File: config.mk
export PLATFORM = sky130hd
export DESIGN_NAME = seg_scan
export DESIGN_NICKNAME = d
export VERILOG_FILES = /design/src/rtl/seg_pkg.sv /design/src/rtl/seg_decode.sv /design/src/rtl/seg_scan.sv
export SDC_FILE = /design/constraint.sdc
export NUM_CORES = 1
export LEC_CHECK = 0
export BUFFER_PORTS_ARGS = -buffer_cell sky130_fd_sc_hd__clkbuf_2
export CAP_MARGIN = 20
export CORE_MARGIN = 4
export CORE_UTILIZATION = 51
export CTS_BUF_LIST = sky130_fd_sc_hd__clkbuf_16
export DETAILED_ROUTE_END_ITERATION = 12
export PLACE_DENSITY = 0.82
export REMOVE_ABC_BUFFERS = 1
export SLEW_MARGIN = 10
export SYNTH_ARGS = -nofsm -noshare
export SYNTH_HDL_FRONTEND = slang
export SYNTH_HIERARCHICAL = 1
export SYNTH_SLANG_ARGS = --single-unit
File: constraint.sdc
create_clock -name clk -period 1.86 [get_ports clk]
set_input_delay 0.186 -clock clk [delete_from_list [all_inputs] [get_ports clk]]
set_output_delay 0.186 -clock clk [all_outputs]
set_load 0.01 [all_outputs]
File: src/rtl/seg_pkg.sv
// seg_pkg
// Shared definitions for the seven-segment scanner: scan FSM state enum,
// special digit codes, active-low segment patterns ({g,f,e,d,c,b,a}) and
// an anode-pattern helper.
package seg_pkg;

    typedef enum logic [1:0] {
        ST_SHOW    = 2'd0,
        ST_ADVANCE = 2'd1,
        ST_LATCH   = 2'd2
    } scan_state_t;

    localparam logic [10:0] NUM_DASH  = 11'd11;
    localparam logic [10:0] NUM_BLANK = 11'd12;

    localparam logic [6:0] SEG_0     = 7'h40;
    localparam logic [6:0] SEG_1     = 7'h79;
    localparam logic [6:0] SEG_2     = 7'h24;
    localparam logic [6:0] SEG_3     = 7'h30;
    localparam logic [6:0] SEG_4     = 7'h19;
    localparam logic [6:0] SEG_5     = 7'h12;
    localparam logic [6:0] SEG_6     = 7'h02;
    localparam logic [6:0] SEG_7     = 7'h78;
    localparam logic [6:0] SEG_8     = 7'h00;
    localparam logic [6:0] SEG_9     = 7'h10;
    localparam logic [6:0] SEG_DASH  = 7'h3F;
    localparam logic [6:0] SEG_BLANK = 7'h7F;

    localparam logic [7:0] AN_OFF = 8'hFF;

    // Active-low anode pattern with only position pos driven.
    function automatic logic [7:0] anode_on(input logic [2:0] pos);
        return ~(8'b0000_0001 << pos);
    endfunction

endpackage

File: src/rtl/seg_decode.sv
// seg_decode
// Purely combinational digit-code to segment-pattern decoder.
// Ports:
//   code    - 11-bit digit code (0..9 digits, 11 dash, anything else blank)
//   pattern - 7-bit active-low segment pattern {g,f,e,d,c,b,a}
module seg_decode
    import seg_pkg::*;
(
    input  logic [10:0] code,
    output logic [6:0]  pattern
);

    always_comb begin
        pattern = SEG_BLANK;
        case (code)
            11'd0:     pattern = SEG_0;
            11'd1:     pattern = SEG_1;
            11'd2:     pattern = SEG_2;
            11'd3:     pattern = SEG_3;
            11'd4:     pattern = SEG_4;
            11'd5:     pattern = SEG_5;
            11'd6:     pattern = SEG_6;
            11'd7:     pattern = SEG_7;
            11'd8:     pattern = SEG_8;
            11'd9:     pattern = SEG_9;
            NUM_DASH:  pattern = SEG_DASH;
            NUM_BLANK: pattern = SEG_BLANK;
            default:   pattern = SEG_BLANK;
        endcase
    end

endmodule

File: src/rtl/seg_scan.sv
// seg_scan
// Eight-digit multiplexed seven-segment scanner with per-digit blink and
// global blanking. Each digit slot is ADVANCE + LATCH + (DIV-2) SHOW cycles.
// Ports:
//   clk, rst      - system clock, async active-high reset
//   num, dot      - digit code / active-low dot for the position on light
//   blink_mask    - per-position blink enable
//   blank_all     - forces every anode off
//   light         - current scan position, drives the external digit selector
//   an, seg, dp   - registered active-low anode, segment and dot outputs
module seg_scan
    import seg_pkg::*;
#(
    parameter int DIV          = 100000,
    parameter int BLINK_FRAMES = 62
) (
    input  logic        clk,
    input  logic        rst,
    input  logic [10:0] num,
    input  logic        dot,
    input  logic [7:0]  blink_mask,
    input  logic        blank_all,
    output logic [2:0]  light,
    output logic [7:0]  an,
    output logic [6:0]  seg,
    output logic        dp
);

    localparam int              PW         = $clog2(DIV);
    localparam logic [PW-1:0]   PRE_LAST   = PW'(DIV - 3);
    localparam logic [7:0]      FRAME_LAST = 8'(BLINK_FRAMES - 1);

    scan_state_t   state;
    logic [PW-1:0] presc;
    logic [7:0]    frame_cnt;
    logic          blink_phase;
    logic          dot_q;
    logic [6:0]    num_pattern;
    logic          show_dark;
    logic [7:0]    show_an;

    seg_decode u_decode (
        .code    (num),
        .pattern (num_pattern)
    );

    // Outputs are registered for the state being entered, so blank/blink
    // inputs seen this cycle land on the anodes at the next edge.
    always_comb begin
        show_dark = blank_all | (blink_phase & blink_mask[light]);
        show_an   = show_dark ? AN_OFF : anode_on(light);
    end

    always_ff @(posedge clk or posedge rst) begin
        if (rst) begin
            state       <= ST_LATCH;
            light       <= 3'd0;
            presc       <= '0;
            frame_cnt   <= 8'd0;
            blink_phase <= 1'b0;
            dot_q       <= 1'b1;
            an          <= AN_OFF;
            seg         <= SEG_BLANK;
            dp          <= 1'b1;
        end else begin
            case (state)
                ST_ADVANCE: begin
                    light <= light + 3'd1;
                    if (light == 3'd7) begin
                        if (frame_cnt == FRAME_LAST) begin
                            frame_cnt   <= 8'd0;
                            blink_phase <= ~blink_phase;
                        end else begin
                            frame_cnt <= frame_cnt + 8'd1;
                        end
                    end
                    state <= ST_LATCH;
                    an    <= AN_OFF;
                    dp    <= 1'b1;
                end
                ST_LATCH: begin
                    // Selector has had this whole cycle to settle on the new light.
                    seg   <= num_pattern;
                    dot_q <= dot;
                    presc <= '0;
                    state <= ST_SHOW;
                    an    <= show_an;
                    dp    <= show_dark ? 1'b1 : dot;
                end
                ST_SHOW: begin
                    if (presc == PRE_LAST) begin
                        state <= ST_ADVANCE;
                        an    <= AN_OFF;
                        dp    <= 1'b1;
                    end else begin
                        presc <= presc + PW'(1);
                        an    <= show_an;
                        dp    <= show_dark ? 1'b1 : dot_q;
                    end
                end
                default: begin
                    state <= ST_LATCH;
                    an    <= AN_OFF;
                    dp    <= 1'b1;
                end
            endcase
        end
    end

endmodule
======== Word level (Yosys, flattened, before mapping) ========
Memory sizes are Yosys's and may differ from the RTL's.
Index checks and enable logic that the tools add are counted.
storage, ports and cells
  register bits ........................... 48
  ROM bits ................................ 112
  input bits .............................. 23
  output and inout port bits .............. 19
  word-level logic and storage cells ...... 47
  memories ................................ 1
cells by class
  $add $sub $neg .......................... 3
  $lt $le $gt $ge ......................... 1
  equality and inequality tests ........... 7
  shift-type cells ........................ 1
  muxes and demuxes ....................... 15
  bitwise gates (word level) .............. 4
  reduce and logical (&&, ||, !) cells .... 6
memory list
  name              depth  width  read ports  clocked after memory_dff  write ports  RTL line          source
  (name not given)  16     7      1           0                         0            seg_decode.sv:15  case (code)
operators by type and width
  operator               number
  $pmux 17 s2            1
  $mux 8                 3
  $add 17x1->17 const B  1
  $eq 17x17->1 const B   1
  $mux 17                1
  $pmux 8 s2             1
  $add 8x1->8 const B    1
  $eq 8x6->1 const B     1
  $not 8->8              1
  $shl 1x3->8 const A    1
  $logic_not 7->1        1
  $mux 7                 1
  $lt 3x4->1 const B     1
  $mux 1                 4
  $ne 2x2->1 const B     2
  $pmux 2 s2             1
  $reduce_and 2->1       2
  $add 3x1->3 const B    1
  $bmux 1 s3             1
  $eq 3x3->1 const B     1
  $reduce_and 3->1       1
  $eq 2x1->1 const B     1
  $eq 2x2->1 const B     1
  $logic_not 2->1        1
  other kinds (6)        6

======== Depth between registers and ports, before layout ========
  word-level depth ........................ 7
  gate-level depth with buffers ........... 7
  depth with buffers taken out ............ 7

======== Cells and area by module ========
The synthesis kept the hierarchy.
by module, submodules not included
  module      instances  cells each  area an instance (um^2)  sequential area each (um^2)
  seg_scan    1          250         2522.4                   1223.7
  seg_decode  1          37          244.0                    0.0

======== Least setup slack after synthesis ========
Ideal clock, no wire load.
  kind .................................... register -> register
  from .................................... register presc[6]
  to ...................................... register presc[1]
  arrival ................................. 1.642 ns
  data required time ...................... 1.739 ns
  slack ................................... 0.097 ns
  cell stages (with the launch flop) ...... 5
  clock period less this slack ............ 1.763 ns
  path through ............................ dfrtp_1 -> or4_4 -> nor4_4 -> nand2_1 -> a22o_1
between the ends
  cells in the longest elaborated chain, start to end .. 3
ends and longest elaborated chain
  element                            RTL line        source
  start, declared                    seg_scan.sv:34  logic [PW-1:0] presc;
  start signal, assigned             seg_scan.sv:96  presc <= presc + PW'(1);
  $eq 17x17->1                       seg_scan.sv:91  if (presc == PRE_LAST) begin
  $ne 2x2->1 (no source line)        -
  $reduce_and 2->1 (no source line)  -
Every way passes these cells.
A chain may end at the register's enable or synchronous reset.

======== Worst setup path in the final report ========
  from .................................... register presc[13]
  to ...................................... register presc[5]
The elaborated chain is that of the path after synthesis.

==> results.txt <==
Area growth syn-to-layout -> 20.6%
Syn_area_per_cell -> 9.64 sq um
Maximum buffer depth of the clock tree -> 2
Nets -> 381
Grt ovf -> 0
DR iter-0 viols -> 168
EDFF count, synth -> 0
Post-route insts no fill -> 413
Post-layout util -> 64.5%
Remaining antenna violation count -> 0
Type of destination of the critical path -> flop
PD cells -> 647 nW/um^2
Root Buffer -> clkbuf_16
Routed met2 length -> 3020 um
Most common cell after layout, fill and taps aside -> clkbuf_2
Critical Path RT -> 2.06 ns
Internal cell power -> 1.72 mW
Tot GR Track Use -> 19.3%
M1 WL -> 2530 um
Reg clk slew, reported paths -> 0.07 ns
Wire per inst -> 14.4 um
Share of the synthesized area in the top cell type -> 27.1%
Worst Hold Depth -> 3
Pin count of the biggest net entering global routing -> 24
Synth warn -> 6
Drt first pass iters -> 4
Setup Crit Path Kind -> reg -> reg
Commonest cells after routing, fill and taps aside -> 41 x clkbuf_2, 40 x nand2_1, 29 x dfrtp_1
Final hold vios -> 0
First-pass GRT wire length -> 9960 um
Cells after Synth -> 287
Max stage delay on crit path -> 0.55 ns
Count of final setup violators -> 0
Status -> complete, no violations
Crit path DAT -> 2.00 ns
Top FF cell, synth -> dfrtp_1
Net load switching power -> 0.437 mW
Buf/Inv on CP -> 1
Cell area after synthesis -> 2770 sq um
Leakage power -> 1.55 nW
Clk_lat worst skew -> 0.29 ns
Die area -> 6670 sq um
Power Total -> 2.16 mW
Dpl hpwl -> 4290 um
Crit path max fanout -> 6
Switch share -> 20.2%
Htree depth -> 2
Post-route minimum period -> 1.80 ns
Worst vdd ir -> 0.390 mV
Number of inserted diodes -> 0
Max_slew headroom -> 64.2%
Antenna violations before repair -> 0
Total of max-cap violations -> 0
Critical-path top delay cell -> or4_4
Clk network pwr share -> 47.6%
Input/output buffers -> 41
# rows -> 26
Reg2Reg Depth -> 5
Met3 WL -> 303 um
Top post-synthesis cells by area -> dfrtp_1 27%, dfstp_2 17%, ha_1 7.2%
Reg power frac -> 48.5%
Worst slew pin tran -> 0.535 ns
Chip Width -> 81.7 um
Fin Clk Skew -> 0.00738 ns
Worst-path cell chain -> or4_4, nor4_4, buf_4, a21oi_1, o311ai_2
WP depth -> 5
Ys async rst share -> 100%
DR vias/cell -> 5.53
Clock sink count -> 48
Tcrit/Tclk final -> 96.9%
Hold/Removal Path Class -> in -> reg
GP Congestion -> 0.864
Total negative slack -> 0 ns
Seq/Total Area, Yosys -> 44.2%
Top sig layer -> met4
Post-Route WL -> 5960 um
# IOs -> 42
CTS tree -> done
Layout cell share with drive strength beyond 1 -> 31.5%
FMAX -> 555 MHz
Placed cells -> 396
Die Height -> 81.7 um
Combinational Power Share -> 3.9%
Startpoint types -> flop
FF+latch count, synth -> 48
Vias -> 2,284
Largest area contributor in the netlist -> dfrtp_1
Number of buffers created by CTS -> 5
Core ar. -> 5170 sq um
Starting density of the core -> 53.5%
Netlist cell types -> 61
Vias in the first global route -> 2,128
Final Max Slew Viols -> 0
CP delay by family, top -> simple AND/OR/NAND/NOR gates
Drt drc -> 0
synth_stat cells (2+ instances only):
library cell and instances:
and4_1 3, or2_2 3, inv_1 13, buf_6 3, xor2_1 9, o21ai_0 20, nand2_1 41, clkbuf_1 7
buf_2 2, xnor2_1 2, or3_1 5, ha_1 16, nand4_1 9, dfrtp_1 30, or4_1 2, nor3_1 2
mux4_2 2, a31oi_1 2, nand3_1 13, a22o_1 2, a21o_1 2, and2_1 3, a21oi_1 10, nand2b_1 7
a211oi_1 2, nor2b_1 6, dfstp_2 18, nor2_1 20
area by class of cell:
class | instances | area [sq um]
clock buffer | 5 | 125
clock inverter | 3 | 46.3
fill | 397 | 1840
inverter | 13 | 48.8
multi-input combinational | 212 | 1430
sequential | 48 | 1220
tap | 70 | 87.6
timing repair buffer | 62 | 378
worst reg2reg max path, delay by kind of cell, from the launching register on:
family	cells	cell delay [ns]
AO/OA/AOI/OAI	2	0.32
buffers and inverters	1	0.20
flip-flops	1	0.39
AND/OR/NAND/NOR	2	0.82
sequential cells by signal, summed over array words and instances (netlist names):
| register | flops |
|---|---|
| dot_q | 1 |
| state | 2 |
| light | 3 |
| frame_cnt | 8 |
| seg | 7 |
| an | 8 |
| blink_phase | 1 |
| presc | 17 |
| dp | 1 |
kinds of logic after synthesis:
family / after synthesis / synth area share, %
xor gates and xnor gates: 11 / 3.48
muxes: 3 / 2.04
AOI/OAI and AO/OA: 51 / 12.1
and+or+nand+nor: 131 / 25.9
DFF: 48 / 44.2
buffers and inverters: 27 / 5.07
adders and majority gates: 16 / 7.24
routing by layer:
layer / global-route usage, % / up-vias
met4: 5.48 / 0
met1: 24.4 / 1100
met2: 33.7 / 65
li1: - / 1113
met3: 3.73 / 6
met5: 0 / -
path summary, 6_finish.rpt:
check,from,endpoint,slack [ns]
max,presc[13],presc[5],0.06
min,dot,dot_q,0.08
max reg2reg,presc[13],presc[5],0.06
min reg2reg,seg[3],seg[3],0.46
max in group asynchronous,rst,seg[0],0.87
min in group asynchronous,rst,light[2],0.38
through the flow:
| stage | hold slack, ns | setup WS [ns] | instance area [sq um] |
|---|---|---|---|
| 6_report | 0.0840 | 0.0579 | 3340 |
| 5_1_grt | 0.102 | -0.0240 | 3340 |
| 4_1_cts | 0.0773 | 0.0121 | 3260 |
| 3_5_place_dp | 0.143 | 0.0149 | 3070 |
| 3_3_place_gp | 0.142 | 0.0849 | 3070 |
| 2_1_floorplan | 0.269 | 0.0971 | 2680 |
power groups by stage:
stage	sequential, mW	clock [mW]	combinational, mW
global placement	1.07	0	0.0837
global route	1.05	1.10	0.0985
floorplan	1.07	0	0.0408
CTS	1.05	1.05	0.0869
finish	1.05	1.03	0.0841
detailed placement	1.07	0	0.0852
timing repair:
action                                  in CTS  in global routing
pin swaps                                    1                  7
endpoints found under the setup margin       1                 15
resized for setup                            1                  5
hold buffers                                 1                  0
endpoints found under the hold margin        7                  0
buffers inserted                             1                  7
Note: power is estimated with default switching activity, not from simulation.
